===== config.mk =====
export PLATFORM = sky130hd
export DESIGN_NAME = pc_sequencer
export DESIGN_NICKNAME = d
export VERILOG_FILES = /design/src/rtl/pc_sequencer.sv
export SDC_FILE = /design/constraint.sdc
export NUM_CORES = 1
export LEC_CHECK = 0
export ABC_AREA = 1
export CAP_MARGIN = 20
export CORE_ASPECT_RATIO = 0.6
export CORE_MARGIN = 2
export CORE_UTILIZATION = 55
export CTS_CLUSTER_DIAMETER = 50
export CTS_CLUSTER_SIZE = 14
export DETAILED_ROUTE_END_ITERATION = 8
export GPL_ROUTABILITY_DRIVEN = 0
export PLACE_DENSITY = 0.82
export SYNTH_ARGS = -nofsm -noshare
export SYNTH_HDL_FRONTEND = slang
export SYNTH_SLANG_ARGS = --single-unit

===== constraint.sdc =====
create_clock -name clk -period 5 [get_ports clk]
set_input_delay 0.75 -clock clk [delete_from_list [all_inputs] [get_ports clk]]
set_output_delay 0.75 -clock clk [all_outputs]
set_load 0.01 [all_outputs]

===== src/rtl/pc_sequencer.sv =====
// Fetch-loop sequencer for an external 11-bit program counter with increment/load/D strobes.
// Picks the next PC (sequential, jump, call, return) and keeps a small return-address stack.
module pc_sequencer #(
   parameter int                ADDR_W      = 11,
   parameter int                STACK_DEPTH = 4,
   parameter logic [ADDR_W-1:0] RESET_VEC   = 11'h000
) (
   input  logic              clk,
   input  logic              reset_n,
   input  logic              run,
   output logic              fetch_req,
   input  logic              fetch_ack,
   input  logic              br_jump,
   input  logic              br_call,
   input  logic              br_ret,
   input  logic [ADDR_W-1:0] br_target,
   input  logic [ADDR_W-1:0] pc_q,
   output logic              pc_increment,
   output logic              pc_load,
   output logic [ADDR_W-1:0] pc_d,
   output logic              busy,
   output logic              stack_err
);

   localparam int IDX_W = $clog2(STACK_DEPTH);
   localparam int SP_W  = IDX_W + 1;

   localparam logic [2:0] S_IDLE   = 3'd0;
   localparam logic [2:0] S_FETCH  = 3'd1;
   localparam logic [2:0] S_SETUP  = 3'd2;
   localparam logic [2:0] S_STROBE = 3'd3;
   localparam logic [2:0] S_SETTLE = 3'd4;
   localparam logic [2:0] S_HALT   = 3'd5;

   logic [2:0]        state;
   logic [SP_W-1:0]   sp;
   logic              booted;
   logic [ADDR_W-1:0] stack [STACK_DEPTH];

   logic [IDX_W-1:0]  push_idx;
   logic [IDX_W-1:0]  top_idx;
   logic              underflow;
   logic              overflow;
   logic              do_push;

   // Return address wraps at the top of the address space, same as the counter.
   function automatic logic [ADDR_W-1:0] pc_plus1(input logic [ADDR_W-1:0] pc);
      return pc + ADDR_W'(1);
   endfunction

   assign push_idx = sp[IDX_W-1:0];
   assign top_idx  = sp[IDX_W-1:0] - IDX_W'(1);

   // Return outranks call, so a simultaneous call never checks for overflow.
   always_comb begin
      underflow = 1'b0;
      overflow  = 1'b0;
      if (br_ret)
         underflow = (sp == '0);
      else if (br_call)
         overflow = (sp == SP_W'(STACK_DEPTH));
   end

   assign do_push = (state == S_FETCH) && fetch_ack && !br_ret && br_call && !overflow;

   // Stack contents are pure data; only sp decides which entries are meaningful.
   always_ff @(posedge clk) begin
      if (do_push)
         stack[push_idx] <= pc_plus1(pc_q);
   end

   always_ff @(posedge clk or negedge reset_n) begin
      if (!reset_n) begin
         state        <= S_IDLE;
         sp           <= '0;
         booted       <= 1'b0;
         fetch_req    <= 1'b0;
         pc_increment <= 1'b0;
         pc_load      <= 1'b0;
         pc_d         <= '0;
         busy         <= 1'b0;
         stack_err    <= 1'b0;
      end else begin
         case (state)
            S_IDLE: begin
               if (run) begin
                  busy <= 1'b1;
                  if (!booted) begin
                     booted  <= 1'b1;
                     pc_load <= 1'b1;
                     pc_d    <= RESET_VEC;
                     state   <= S_SETUP;
                  end else begin
                     fetch_req <= 1'b1;
                     state     <= S_FETCH;
                  end
               end
            end
            S_FETCH: begin
               if (fetch_ack) begin
                  fetch_req <= 1'b0;
                  if (underflow || overflow) begin
                     stack_err <= 1'b1;
                     busy      <= 1'b0;
                     state     <= S_HALT;
                  end else begin
                     state <= S_SETUP;
                     if (br_ret) begin
                        pc_load <= 1'b1;
                        pc_d    <= stack[top_idx];
                        sp      <= sp - SP_W'(1);
                     end else if (br_call) begin
                        pc_load <= 1'b1;
                        pc_d    <= br_target;
                        sp      <= sp + SP_W'(1);
                     end else if (br_jump) begin
                        pc_load <= 1'b1;
                        pc_d    <= br_target;
                     end else begin
                        pc_load <= 1'b0;
                     end
                  end
               end
            end
            // load/d were settled one cycle earlier, so they are stable across the rising strobe
            S_SETUP: begin
               pc_increment <= 1'b1;
               state        <= S_STROBE;
            end
            S_STROBE: begin
               pc_increment <= 1'b0;
               pc_load      <= 1'b0;
               state        <= S_SETTLE;
            end
            S_SETTLE: begin
               if (run) begin
                  fetch_req <= 1'b1;
                  state     <= S_FETCH;
               end else begin
                  busy  <= 1'b0;
                  state <= S_IDLE;
               end
            end
            S_HALT: begin
               fetch_req    <= 1'b0;
               pc_increment <= 1'b0;
               pc_load      <= 1'b0;
               busy         <= 1'b0;
            end
            default: begin
               state <= S_IDLE;
               busy  <= 1'b0;
            end
         endcase
      end
   end

endmodule


==> results of run 1 <==
-- cell families after synthesis --
| logic type | count (synthesis) | share of synthesized area [%] |
|---|---|---|
| adders and majority gates | 6 | 2.47 |
| DFF | 67 | 56.6 |
| xor gates and xnor gates | 11 | 2.88 |
| AOI/OAI and AO/OA | 9 | 1.61 |
| buffers and inverters | 76 | 8.89 |
| and+or+nand+nor | 216 | 27.5 |
-- power by group --
| part | leakage [uW] | total [uW] | switching, uW | internal [uW] |
|---|---|---|---|---|
| combinational | 0.00117 | 931 | 581 | 350 |
| sequential | 0.000684 | 779 | 90.6 | 688 |
| clock | 0.000107 | 466 | 196 | 271 |
-- flip-flops by register name (all words and copies together) (netlist names), 3 cells and up --
signal / cells
pc_d: 11
sp: 3
stack: 44
state: 3
-- critical path, stage by stage, from the launching register on --
cell and delay (ns):
dfrtp_1 0.88, inv_1 0.09, buf_4 0.26, ha_1 0.22, inv_1 0.10, o2111ai_1 0.24, nor2_1 0.75
-- cell usage after synthesis (all sizes together) (2+ instances only) --
| cell | count | area, um2 |
|---|---|---|
| edfxtp | 44 | 1320 |
| dfrtp | 23 | 576 |
| xor2 | 9 | 78.8 |
| o21ai | 4 | 20.0 |
| xnor2 | 2 | 17.5 |
| nand3 | 43 | 225 |
| buf | 7 | 38.8 |
| inv | 65 | 244 |
| nor3 | 4 | 25.0 |
| a21oi | 2 | 10.0 |
| nand2 | 146 | 561 |
| clkbuf | 4 | 15.0 |
| ha | 5 | 62.6 |
| nor2 | 19 | 83.8 |
| nand3b | 2 | 15.0 |
-- per-stage QoR --
step	hold WS, ns	setup slack, ns	util [%]
after detailed placement	0.459	1.90	67.1
after CTS	0.479	2.09	70.7
final	0.480	2.08	71.2
after global routing	0.487	1.85	71.2
after global placement	0.465	1.98	67.1
after floorplan	0.447	2.75	-
-- cells in the final DEF, fill, tap and decap left out, drive strengths merged, types with 4 or more instances in the layout --
master	synthesis	routed
nand2	146	146
inv	65	65
clkdlybuf4s50	0	44
edfxtp	44	44
nand3	43	43
dfrtp	23	23
nor2	19	19
clkbuf	4	14
xor2	9	9
ha	5	5
nor3	4	4
o21ai	4	4
-- path summary, 6_finish.rpt --
path | start | endpoint | slack [ns] | cells past startpoint
worst max-delay path | sp[0]$_DFFE_PN0P_ | stack[1][5]$_DFFE_PP_ | 2.08 | 6
worst min-delay path | stack_err$_DFFE_PN0P_ | stack_err$_DFFE_PN0P_ | 0.48 | 1
worst max register to register | sp[0]$_DFFE_PN0P_ | stack[1][5]$_DFFE_PP_ | 2.08 | 6
worst min register to register | stack_err$_DFFE_PN0P_ | stack_err$_DFFE_PN0P_ | 0.48 | 1
max in group asynchronous | reset_n | booted$_DFFE_PN0P_ | 3.97 | 2
min in group asynchronous | reset_n | pc_d[5]$_DFFE_PN0P_ | 0.64 | 1
-- cell type report --
cell class                      instances  area [um2]  share of cell area [%]
Timing Repair Buffer                   46         475                    11.7
Clock buffer                           14         173                    4.23
Inverter                               65         244                    5.98
Clock inverter                          2        35.0                   0.859
Sequential cell                        67        1900                    46.5
Multi-Input combinational cell        242        1150                    28.3
Tap cell                               80         100                    2.45
-- layer usage --
metal,share of wire (%),up-vias,global-route usage (%)
met3,9.2,16,6.64
met1,46,1242,37.5
met2,43,136,39.0
met5,0,-,0
li1,-,1293,-
met4,2.2,0,9.67
==> results.md, run 1 <==
* Gr ovfl total at 0
* Number of synthesized flops with an enable pin at 44
* Worst slew margin at 39.6%
* Cells after Synth at 385
* Residual DRC count at 0
* Placed cells at 499
* Max VDD drop at 0.334 mV
* Via Count at 2687
* Synth cell types at 31
* Largest net degree at the start of global routing at 27
* Skew-Pair Late Insertion Delay at 0.35 ns
* Req. time, crit path at 4.97 ns
* Post-Layout Inst Area at slightly above 4000 um2
* Routed wire length at 8070 um
* Total CTS buffers at 9
* CTS Hold Bufs at 0
* Worst clock skew at 0.00692 ns
* # diodes at 0
* Post-Place Cell Area at 3840 um2
* Root Driver: clkbuf_8
* Synthesis Warnings at 0
* Max_cap viols at 0
* DR pass1 iterations at 6
* Syn nets at 420
* CTS Buffer Depth at 2
* # Post-CTS Setup Buffers at 0
* Ys flop type: edfxtp_1
* Synthesized area at 3350 um2
* Status: finished, final reports clean
* Worst setup EP type: flop
* Layout cells sized above 1 at 7.11%
* CTS tree: done
* Final Hold Vio Count at 0
* Die Area at 6750 um2
* RSZ-0062 raised after global routing: no
* Port Buf Inserts at 44
* Nets at 466
* Row cnt at 21
* Crit-path max FO at 26
* Die height at 64.5 um
* Async set-reset flop share out of synthesis at between 30% and 40%
* Yosys reg bits at 67
* Non-Filler Instances at slightly above 500
* Final min period at 2.92 ns
* GRT Util Overall at 26.1%
* Post-cts sizing count at 0
* Via density at around 5.2
* Crit start category: flop
* Filler cells at 447
* Final period util at 58.4%
* Initial antenna violation count at 0
* Worst-path clk slew at 0.07 ns
* Horiz. Die Dim at about 100 um
* Hold WC Path Type: reg -> reg
* DR WL/cell at 15.6 um
* Mapped Avg Cell Area at 8.70 um2
* WP data arrival at 2.89 ns
* Final setup violation count at 0
* First-pass GRT wire length at 12900 um
* FMAX at 0.342 GHz
* Vias in the first global route at 2527
* Tot Pwr at roughly 2200 uW
* Power per cell area at 534 nW/um2
* Static leakage at 0.00196 uW
* Syn-to-layout area delta at 21.8%
* DP HPWL at 6010 um
* Post-route ant nets at 0
* Initial DRC Count at 336
* Core ar. at 5730 um2
* Setup TNS at 0 ns
* Sequential share of the synthesized area at 56.6%
* I/O Pins at 45
* H-tree depth at 3
* Starting Density at 58.5%
* Crit Path Category: reg -> reg
* Least-Margin Pin Slew at 0.903 ns
* Slew Viols, Final at 0
* CTS Sinks at 67
No activity file was read; power rests on OpenSTA's default activity.
==> run 2: changes to the inputs <==
CORE_UTILIZATION = 49   (was 55)
PLACE_DENSITY = 0.77   (was 0.82)
clock period = 2.5 ns   (was 5 ns; I/O delays follow)
==> run 2 against run 1 <==
  * Combinational power is 100% higher
  * Setup slack worse by 1.6 ns
  * Via count is 1.9% lower
  * Final cell count is 2.5% higher
  * Sequential share of layout area is 1.2 points lower
  * Critical path depth is 3 higher
  * Die area is 12% higher
  * Register-to-register slack worse by 1.6 ns
  * Power is 110% higher
  * Clock-buffer cell count is 4 lower
  * Critical endpoint is now pc_d[9]$_DFFE_PN0P_
==> results.md, run 2 (same netlist as run 1, synthesis figures left out) <==
* DP HPWL at 5350 um
* CTS Hold Bufs at 0
* Final min period at approximately 2.0 ns
* Max VDD drop at 0.482 mV
* Via Count at roughly 2600
* First-pass GRT wire length at 12200 um
* Slew Viols, Final at 0
* DR WL/cell at approximately 14 um
* Most used cell, CP: nand2_1
* GRT Util Overall at 21.6%
* CTS tree: done
* Final setup violation count at 0
* Starting Density at 50.4%
* Initial DRC Count at just under 200
* Least-Margin Pin Slew at approximately 0.51 ns
* CTS Buffer Depth at 2
* Worst slack at placement at 0.213 ns
* Worst setup EP type: flop
* Final Worst Setup Slack at 0.463 ns
* Worst clock skew at 0.00462 ns
* Skew-Pair Late Insertion Delay at between 0.3 and 0.4 ns
* Worst-path clk slew at 0.06 ns
* Req. time, crit path at 2.72 ns
* Core ar. at 6650 um2
* # Post-CTS Setup Buffers at 0
* DR pass1 iterations at 4
* Crit-path cells: inv_1 -> ha_1 -> inv_1 -> nand3_1 -> nand2_1 -> nand2_1 -> nand2_1 -> nand3_1 -> nand2_1
* Non-Filler Instances at 529
* RSZ-0062 raised after global routing: no
* Leading cell type in the layout, fill and taps excluded: nand2_1
* Final period util at around 80%
* Die Area at 7530 um2
* I/O Pins at 45
* Largest net degree at the start of global routing at 26
* CTS Sinks at between 60 and 70
* Horiz. Die Dim at 111 um
* Status: finished, final reports clean
* Top Family by Delay on Critical Path: adder cells
* Nets at ~470
* Crit-path max FO at 12
* Setup TNS at 0 ns
* Most frequent cells in the layout: nand2_1, inv_1, clkdlybuf4s50_1, edfxtp_1, nand3_1
* Power per cell area at 1100 nW/um2
* Routed wire length at 7530 um
* FMAX at 0.491 GHz
* Final Hold Vio Count at 0
* Residual DRC count at 0
* Biggest regs: stack x44, pc_d x11
* Layout cells sized above 1 at 8.37%
* Placed cells at 513
* Crit start category: flop
* Post-cts sizing count at 0
* Post-route ant nets at 0
* Worst slew margin at 65.9%
* WP data arrival at 2.26 ns
* Max_cap viols at 0
* Row cnt at 23
* Syn-to-layout area delta at 25.1%
* Static leakage at 0.00202 uW
* H-tree depth at 3
* Largest register FFs at 44
* Largest reg by FF count: stack
* Buf+Inv Stages, Crit Path at 2
* Critical path's slowest cell: ha_1
* Vias in the first global route at 2556
* Hold WC Path Type: in -> async
* Crit Path Category: reg -> reg
* Root Driver: clkbuf_16
* # diodes at 0
* Via density at 4.98
* Gr ovfl total at 0
* Total CTS buffers at 9
* Die height at 68.0 um
* Initial antenna violation count at 0
* CP max stage delay at 0.59 ns
* Port Buf Inserts at 44
## run 2: stage by stage
step | area, um2 | power [uW] | hold slack [ns] | util (%)
final | 4190 | 4610 | 0.394 | 63.0
after floorplan | 3350 | 2740 | 0.0794 | -
after global placement | 3910 | 3350 | 0.454 | 58.7
after global routing | 4190 | 4930 | 0.424 | 63.0
after CTS | 4190 | 4620 | 0.403 | 63.0
after detailed placement | 3910 | 3390 | 0.473 | 58.7
## run 2: power by group
group / switching (uW) / total, uW / internal [uW]
registers: 118 / 1500 / 1380
clock network: 462 / 1220 / 762
logic: 1170 / 1890 / 714
## run 2: path summary, 6_finish.rpt
path | from | endpoint | slack, ns | cells past startpoint
worst max-delay path | sp[1]$_DFFE_PN0P_ | pc_d[9]$_DFFE_PN0P_ | 0.46 | 9
worst min-delay path | reset_n | pc_d[4]$_DFFE_PN0P_ | 0.39 | 2
worst max register to register | sp[1]$_DFFE_PN0P_ | pc_d[9]$_DFFE_PN0P_ | 0.46 | 9
worst min register to register | booted$_DFFE_PN0P_ | booted$_DFFE_PN0P_ | 0.48 | 2
max in group asynchronous | reset_n | sp[2]$_DFFE_PN0P_ | 1.86 | 2
min in group clk | booted$_DFFE_PN0P_ | booted$_DFFE_PN0P_ | 0.48 | 2
## run 2: worst register-to-register path, stage by stage, from the launching register on
cell and delay [ns]:
dfrtp_1 0.39, inv_1 0.11, ha_1 0.59, inv_1 0.33, nand3_1 0.17, nand2_1 0.10
nand2_1 0.07, nand2_1 0.06, nand3_1 0.08, nand2_1 0.04
## run 2: final cells by class
class	instances	area, um2
fillers	525	2460
flip-flops and latches	67	1900
multi-input cells	242	1150
repair buffers	52	500
inverters	65	244
clock buffers	10	229
well taps	87	109
clock inverters	6	56.3
## run 2: metal layers
layer	share of wire (%)	wire (um)	global-route usage [%]
met5	0	0	0
met4	1.3	96	8.13
met3	8.1	609	6.47
met2	46	3480	34.7
met1	44	3340	28.4
